$ cat src/rtl/fc_pkg.sv
// rtl/fc_pkg.sv - shared types, widths and result formatting for the fc_g2 MAC engine
package fc_pkg;

    localparam int DATA_W   = 16;
    localparam int ACC_W    = 40;
    localparam int FRAC_DEF = 8;

    localparam logic signed [ACC_W-1:0] SAT_MAX = 40'sd32767;
    localparam logic signed [ACC_W-1:0] SAT_MIN = -40'sd32768;

    typedef enum logic [1:0] {
        IDLE  = 2'd0,
        RUN   = 2'd1,
        DRAIN = 2'd2,
        EMIT  = 2'd3
    } fc_state_t;

    // Rescale the accumulator back to Q8.8, clamp to 16 bits, optional ReLU.
    // The shift is arithmetic so negative sums truncate toward minus infinity.
    function automatic logic [DATA_W-1:0] fc_result(
        input logic signed [ACC_W-1:0] acc,
        input int                      frac,
        input logic                    relu
    );
        logic signed [ACC_W-1:0] r;
        logic        [DATA_W-1:0] res;
        r = acc >>> frac;
        if (relu && (r < 0)) begin
            res = '0;
        end else if (r > SAT_MAX) begin
            res = 16'h7FFF;
        end else if (r < SAT_MIN) begin
            res = 16'h8000;
        end else begin
            res = r[DATA_W-1:0];
        end
        return res;
    endfunction

endpackage

$ cat src/rtl/fc_mac_lane.sv
// rtl/fc_mac_lane.sv - one registered signed 16x16 multiplier lane
module fc_mac_lane
    import fc_pkg::*;
(
    input  logic                       clock,
    input  logic                       reset_n,
    input  logic        [DATA_W-1:0]   w,
    input  logic        [DATA_W-1:0]   x,
    output logic signed [2*DATA_W-1:0] p
);

    // Register the full-precision product of the returning memory words.
    always_ff @(posedge clock or negedge reset_n) begin
        if (!reset_n) begin
            p <= '0;
        end else begin
            p <= $signed(w) * $signed(x);
        end
    end

endmodule

$ cat src/rtl/fc_g2_mac.sv
// rtl/fc_g2_mac.sv - fully-connected layer engine, two MACs per cycle, streamed Q8.8 results
module fc_g2_mac
    import fc_pkg::*;
#(
    parameter int N_IN  = 64,
    parameter int N_OUT = 8,
    parameter int FRAC  = FRAC_DEF,
    parameter int RELU  = 1
) (
    input  logic                       clock,
    input  logic                       reset_n,
    input  logic                       start,
    output logic                       busy,
    output logic                       done,
    output logic [8:0]                 w_addr_a,
    output logic [8:0]                 w_addr_b,
    input  logic [DATA_W-1:0]          w_q_a,
    input  logic [DATA_W-1:0]          w_q_b,
    output logic [$clog2(N_IN)-1:0]    x_addr_a,
    output logic [$clog2(N_IN)-1:0]    x_addr_b,
    input  logic [DATA_W-1:0]          x_q_a,
    input  logic [DATA_W-1:0]          x_q_b,
    output logic                       out_valid,
    input  logic                       out_ready,
    output logic [$clog2(N_OUT)-1:0]   out_index,
    output logic [DATA_W-1:0]          out_data
);

    localparam int X_W   = $clog2(N_IN);
    localparam int O_W   = $clog2(N_OUT);
    localparam int PAIRS = N_IN / 2;
    localparam int I_W   = (PAIRS > 1) ? $clog2(PAIRS) : 1;
    localparam int EXT_W = ACC_W - 2*DATA_W;

    fc_state_t state;
    fc_state_t state_next;

    logic [O_W-1:0] o;
    logic [I_W-1:0] i;
    logic           dc;
    logic           v_d1;
    logic           v_d2;

    logic signed [ACC_W-1:0]    acc;
    logic signed [2*DATA_W-1:0] pa;
    logic signed [2*DATA_W-1:0] pb;

    logic last_pair;
    logic last_neuron;
    logic accept;
    logic begin_layer;
    logic next_neuron;
    logic enter_run;

    logic           load_addr;
    logic [O_W-1:0] o_sel;
    logic [I_W-1:0] p_sel;
    logic [8:0]     w_next_a;
    logic [8:0]     w_next_b;
    logic [X_W-1:0] x_next_a;
    logic [X_W-1:0] x_next_b;

    assign last_pair   = (state == RUN) && (i == I_W'(PAIRS - 1));
    assign last_neuron = (o == O_W'(N_OUT - 1));
    assign accept      = (state == EMIT) && out_ready;
    assign begin_layer = (state == IDLE) && start;
    assign next_neuron = accept && !last_neuron;
    assign enter_run   = begin_layer || next_neuron;

    // State register.
    always_ff @(posedge clock or negedge reset_n) begin
        if (!reset_n) begin
            state <= IDLE;
        end else begin
            state <= state_next;
        end
    end

    // Next-state logic: RUN walks the pairs, DRAIN waits two cycles, EMIT waits for the consumer.
    always_comb begin
        state_next = state;
        case (state)
            IDLE:    if (start)     state_next = RUN;
            RUN:     if (last_pair) state_next = DRAIN;
            DRAIN:   if (dc)        state_next = EMIT;
            EMIT:    if (out_ready) state_next = last_neuron ? IDLE : RUN;
            default:                state_next = IDLE;
        endcase
    end

    // FSM outputs that depend only on the current state.
    always_comb begin
        busy      = (state != IDLE);
        out_valid = (state == EMIT);
    end

    // Neuron, pair and drain counters.
    always_ff @(posedge clock or negedge reset_n) begin
        if (!reset_n) begin
            o  <= '0;
            i  <= '0;
            dc <= 1'b0;
        end else begin
            dc <= (state == DRAIN) ? ~dc : 1'b0;
            if (begin_layer) begin
                o <= '0;
                i <= '0;
            end else if (state == RUN) begin
                i <= last_pair ? '0 : i + 1'b1;
            end else if (next_neuron) begin
                o <= o + 1'b1;
                i <= '0;
            end
        end
    end

    // Pick the pair to present next cycle; the address registers only move on these events.
    always_comb begin
        load_addr = 1'b0;
        o_sel     = o;
        p_sel     = i;
        if (begin_layer) begin
            load_addr = 1'b1;
            o_sel     = '0;
            p_sel     = '0;
        end else if ((state == RUN) && !last_pair) begin
            load_addr = 1'b1;
            p_sel     = i + 1'b1;
        end else if (next_neuron) begin
            load_addr = 1'b1;
            o_sel     = o + 1'b1;
            p_sel     = '0;
        end
        w_next_a = 9'(int'(o_sel) * N_IN + 2 * int'(p_sel));
        w_next_b = 9'(int'(o_sel) * N_IN + 2 * int'(p_sel) + 1);
        x_next_a = X_W'(2 * int'(p_sel));
        x_next_b = X_W'(2 * int'(p_sel) + 1);
    end

    // Address registers, held between loads so a stalled EMIT issues nothing new.
    always_ff @(posedge clock or negedge reset_n) begin
        if (!reset_n) begin
            w_addr_a <= '0;
            w_addr_b <= '0;
            x_addr_a <= '0;
            x_addr_b <= '0;
        end else if (load_addr) begin
            w_addr_a <= w_next_a;
            w_addr_b <= w_next_b;
            x_addr_a <= x_next_a;
            x_addr_b <= x_next_b;
        end
    end

    // Valid tracking: address in RUN, data a cycle later, products a cycle after that.
    always_ff @(posedge clock or negedge reset_n) begin
        if (!reset_n) begin
            v_d1 <= 1'b0;
            v_d2 <= 1'b0;
        end else begin
            v_d1 <= (state == RUN);
            v_d2 <= v_d1;
        end
    end

    fc_mac_lane u_lane_a (
        .clock   (clock),
        .reset_n (reset_n),
        .w       (w_q_a),
        .x       (x_q_a),
        .p       (pa)
    );

    fc_mac_lane u_lane_b (
        .clock   (clock),
        .reset_n (reset_n),
        .w       (w_q_b),
        .x       (x_q_b),
        .p       (pb)
    );

    // Accumulator: cleared as each neuron starts, summing both lanes while products are valid.
    always_ff @(posedge clock or negedge reset_n) begin
        if (!reset_n) begin
            acc <= '0;
        end else if (enter_run) begin
            acc <= '0;
        end else if (v_d2) begin
            acc <= acc + {{EXT_W{pa[2*DATA_W-1]}}, pa} + {{EXT_W{pb[2*DATA_W-1]}}, pb};
        end
    end

    // One-cycle completion pulse after the last result is taken.
    always_ff @(posedge clock or negedge reset_n) begin
        if (!reset_n) begin
            done <= 1'b0;
        end else begin
            done <= accept && last_neuron;
        end
    end

    assign out_index = o;
    assign out_data  = fc_result(acc, FRAC, (RELU != 0));

endmodule

$ cat config.mk
export PLATFORM = sky130hd
export DESIGN_NAME = fc_g2_mac
export DESIGN_NICKNAME = d
export VERILOG_FILES = /design/src/rtl/fc_pkg.sv /design/src/rtl/fc_mac_lane.sv /design/src/rtl/fc_g2_mac.sv
export SDC_FILE = /design/constraint.sdc
export NUM_CORES = 2
export LEC_CHECK = 0
export BUFFER_PORTS_ARGS = -buffer_cell sky130_fd_sc_hd__buf_2
export CAP_MARGIN = 5
export CORE_MARGIN = 2
export CORE_UTILIZATION = 45
export CTS_CLUSTER_DIAMETER = 80
export DETAILED_ROUTE_END_ITERATION = 8
export SYNTH_ARGS = -nofsm -noshare
export SYNTH_HDL_FRONTEND = slang
export SYNTH_SLANG_ARGS = --single-unit
$ cat constraint.sdc
create_clock -name clock -period 3.3 [get_ports clock]
set_input_delay 0.495 -clock clock [delete_from_list [all_inputs] [get_ports clock]]
set_output_delay 0.495 -clock clock [all_outputs]
set_load 0.02 [all_outputs]
==> flow_metrics.env <==
export IMPL_hold_depth=0
export IMPL_busiest_layer="met2"
export IMPL_fin_nets=4132
export IMPL_worstRegToRegCells=16
export IMPL_cts_root_buf="clkbuf_16"
export IMPL_grtUsageTotal_pct=22.27
export IMPL_cap_violations=0
export IMPL_gr_usage_met1_pct=30.15
export IMPL_grt_overflow=0
export IMPL_routed_wl_um=64810
export IMPL_synth_area_um2=26930
export IMPL_hpwlAfterDp_um=54610
export IMPL_tritoncts="built"
export IMPL_setup_violations_final=64
export IMPL_vias=20700
export IMPL_die_area_um2=61820
export IMPL_ys_types=71
export IMPL_holdPathEnd="v_d2$_DFF_PN0_"
export IMPL_drt_first_pass_iters=9
export IMPL_crit_path_end_kind="flip-flop"
export IMPL_synth_seq_cells=127
export IMPL_synth_edf_count=0
export IMPL_wire_per_inst_um=15.91
export IMPL_grt_pass1_vias=23230
export IMPL_path_clk_slew_ns=0.06
export IMPL_max_freq_mhz=180.5
export IMPL_drive_gt1_share_pct=28.33
export IMPL_r2r_end="acc[39]$_DFFE_PN0P_"
export IMPL_crit_family="adder cells"
export IMPL_hold_viol=0
export IMPL_first_iter_violations=878
export IMPL_vias_per_cell=5.082
export IMPL_postLayoutSetupSlackWorst_ns=-2.240
export IMPL_fill_cells=5078
export IMPL_crit_chain="buf_8, nand2_4, fa_1, inv_2, fa_1, inv_2, fa_1, inv_1, fa_1, fa_1, inv_1, fa_1, inv_2, ha_4, or4_4, nand2b_4, o311ai_4, o21ai_2, o31a_1, a41oi_2, a21oi_1, xor2_1"
export IMPL_multiInputGateArea_um2=22710
export IMPL_drv_slew=0
export IMPL_cp_slowest_stage_delay_ns=0.57
export IMPL_crit_path_start_kind="input pin"
export IMPL_diodes=0
export IMPL_gp_congestion=0.8969
export IMPL_slowest_stage="fa_1"
export IMPL_cts_buffer_depth=2
export IMPL_drc=11
export IMPL_crit_type="input pin to flip-flop"
export IMPL_path_buf_inv=6
export IMPL_seqCellArea_um2=3179
export IMPL_use_met2_pct=39.03
export IMPL_numPortBuffers=116
export IMPL_finalClockSkew_ns=0.01026
export IMPL_timing_rr_start="u_lane_b.p[1]$_DFF_PN0_"
export IMPL_fin_crit_sh_pct=167.9
export IMPL_hp_class="flip-flop to flip-flop"
export IMPL_dieHeight_um=248.6
export IMPL_rsz0062_at_grt="yes"
export IMPL_avgSynthCellArea_um2=9.547
export IMPL_cp_max_fo=4
export IMPL_clk_latency_ns=0.44
export IMPL_cpMostUsedCell="fa_1"
export IMPL_min_period_ns=5.540
export IMPL_syn_instance_count=2821
export IMPL_yosysWarnings=0
export IMPL_antenna_found_initial=2
export IMPL_use_met3_pct=2.167
export IMPL_relSlewSlack_pct=30.26
export IMPL_violations="design-rule violations, negative setup slack"
export IMPL_hp_start="v_d1$_DFF_PN0_"
export IMPL_cts_sinks=127
export IMPL_dominantRegCellSynth="dfrtp_1"
export IMPL_grt_max_degree=85
export IMPL_ys_async_sr_fraction_pct=100.0
export IMPL_fp_row_count=89
export IMPL_pin_count=120
export IMPL_worst_pin_slew_ns=1.045
export IMPL_die_x_um=248.6
export IMPL_cts_buffers=17
export IMPL_grt_pass1_wl_um=112900
export IMPL_coreArea_um2=59130
export IMPL_cts_htree_levels=4
export IMPL_ys_seq_area_share_pct=11.80
export IMPL_r2r_setup_slack_ns=-0.18
export IMPL_critPathArrivalTime_ns=5.86
export IMPL_outcome="finished with violations"
export IMPL_area_growth_pct=27.76
export IMPL_start_util_pct=45.55
export IMPL_postLayoutCoreUtil_pct=58.19
export IMPL_ant_nets=0
export IMPL_cp_required_ns=3.62
timing repair:
action,in CTS,in global routing
pin swaps,124,183
setup buffers,54,47
endpoints found under the setup margin,70,77
hold buffers,1,0
cloned,1,0
resized for setup,303,190
endpoints found under the hold margin,10,0
layer usage:
| metal | vias up | share of wire (%) |
|---|---|---|
| met5 | - | 0 |
| li1 | 9508 | - |
| met3 | 83 | 3.6 |
| met1 | 10690 | 43 |
| met4 | 0 | 1.9 |
| met2 | 416 | 51 |
cells in the mapped netlist (24+ instances only):
| cell | instances | share of area, % |
|---|---|---|
| inv_1 | 588 | 8.2 |
| fa_1 | 564 | 42 |
| nand2_1 | 287 | 4.0 |
| and2_1 | 254 | 5.9 |
| ha_1 | 212 | 9.8 |
| dfrtp_1 | 127 | 12 |
| nor2_1 | 121 | 1.7 |
| clkbuf_1 | 81 | 1.1 |
| a21oi_1 | 80 | 1.5 |
| xnor2_1 | 78 | 2.5 |
| a21o_1 | 46 | 1.3 |
| o21ai_0 | 43 | 0.80 |
| nor3_1 | 35 | 0.65 |
| mux2i_1 | 30 | 1.1 |
| xor2_1 | 27 | 0.88 |
| nand3_1 | 24 | 0.45 |
flip-flops by register name, summed over array words and instances, names as in the netlist:
name / count
u_lane_a.p: 32
w_addr_b: 8
i: 5
dc: 1
v_d1: 1
done: 1
v_d2: 1
w_addr_a: 1
acc: 40
u_lane_b.p: 32
out_index: 3
state: 2
kinds of logic (layout without fill, tap and decap cells):
| family | count (synthesis) | count (layout) | share of synthesized area, % |
|---|---|---|---|
| and+or+nand+nor | 793 | 793 | 14.44 |
| adders and majority gates | 776 | 776 | 51.77 |
| xor gates and xnor gates | 105 | 105 | 3.415 |
| other | 1 | 3 | 0.01392 |
| muxes | 33 | 33 | 1.240 |
| DFF | 127 | 127 | 11.80 |
| AOI/OAI and AO/OA | 285 | 285 | 7.215 |
| buffers and inverters | 701 | 1178 | 10.10 |
final cells by class:
cell class / instances / area share, %
tap: 773 / 2.811
multi-input combinational: 1995 / 66.00
clock buffer: 22 / 1.407
clock inverter: 9 / 0.2436
timing repair buffer: 559 / 13.86
sequential: 127 / 9.240
inverter: 588 / 6.436
layout by cell type (no fill, tap or decap), types with 17 or more instances in the layout:
cell and count:
ha_1 168, buf_2 67, xnor2_1 62, inv_1 538, dfrtp_1 126, nand2b_1 18
ha_4 32, nor3_1 31, buf_6 85, nor2_1 109, nand3_1 22, a21oi_2 22
fa_2 29, inv_2 48, fa_1 535, a21o_1 46, and2_4 48, o21ai_0 20
buf_4 365, nand2_1 262, clkbuf_16 17, and2_1 206, buf_12 22, mux2i_1 30
a21oi_1 49, xor2_1 24
worst max-delay path by stage:
stage / slack [ns] / cells after the start / startpoint / endpoint
final: -2.24 / 22 / x_q_a[7] / u_lane_a.p[30]$_DFF_PN0_
after global routing: -2.39 / 21 / w_q_a[10] / u_lane_a.p[30]$_DFF_PN0_
after CTS: -2.22 / 22 / w_q_a[7] / u_lane_a.p[24]$_DFF_PN0_
after detailed placement: -2.89 / 20 / x_q_a[1] / u_lane_a.p[30]$_DFF_PN0_
after global placement: -2.76 / 22 / w_q_a[7] / u_lane_a.p[30]$_DFF_PN0_
after floorplan: -2.45 / 21 / x_q_a[4] / u_lane_a.p[24]$_DFF_PN0_
through the flow:
| stage | std cells | worst slack [ns] | TNS [ns] | hold WS [ns] | cell area [µm²] |
|---|---|---|---|---|---|
| floorplan | 2823 | -2.448 | -83.59 | 0.1994 | 27900 |
| global placement | 3965 | -2.756 | -109.87 | 0.3370 | 31400 |
| detailed placement | 3965 | -2.891 | -113.01 | 0.3464 | 31400 |
| CTS | 4045 | -2.221 | -79.91 | 0.3371 | 33430 |
| global route | 4073 | -2.394 | -92.64 | 0.3564 | 34410 |
| finish | 4073 | -2.240 | -82.64 | 0.3505 | 34410 |
Power is not shown: default switching activity piles up to over one toggle a cycle in this logic, so the estimate is an artifact.
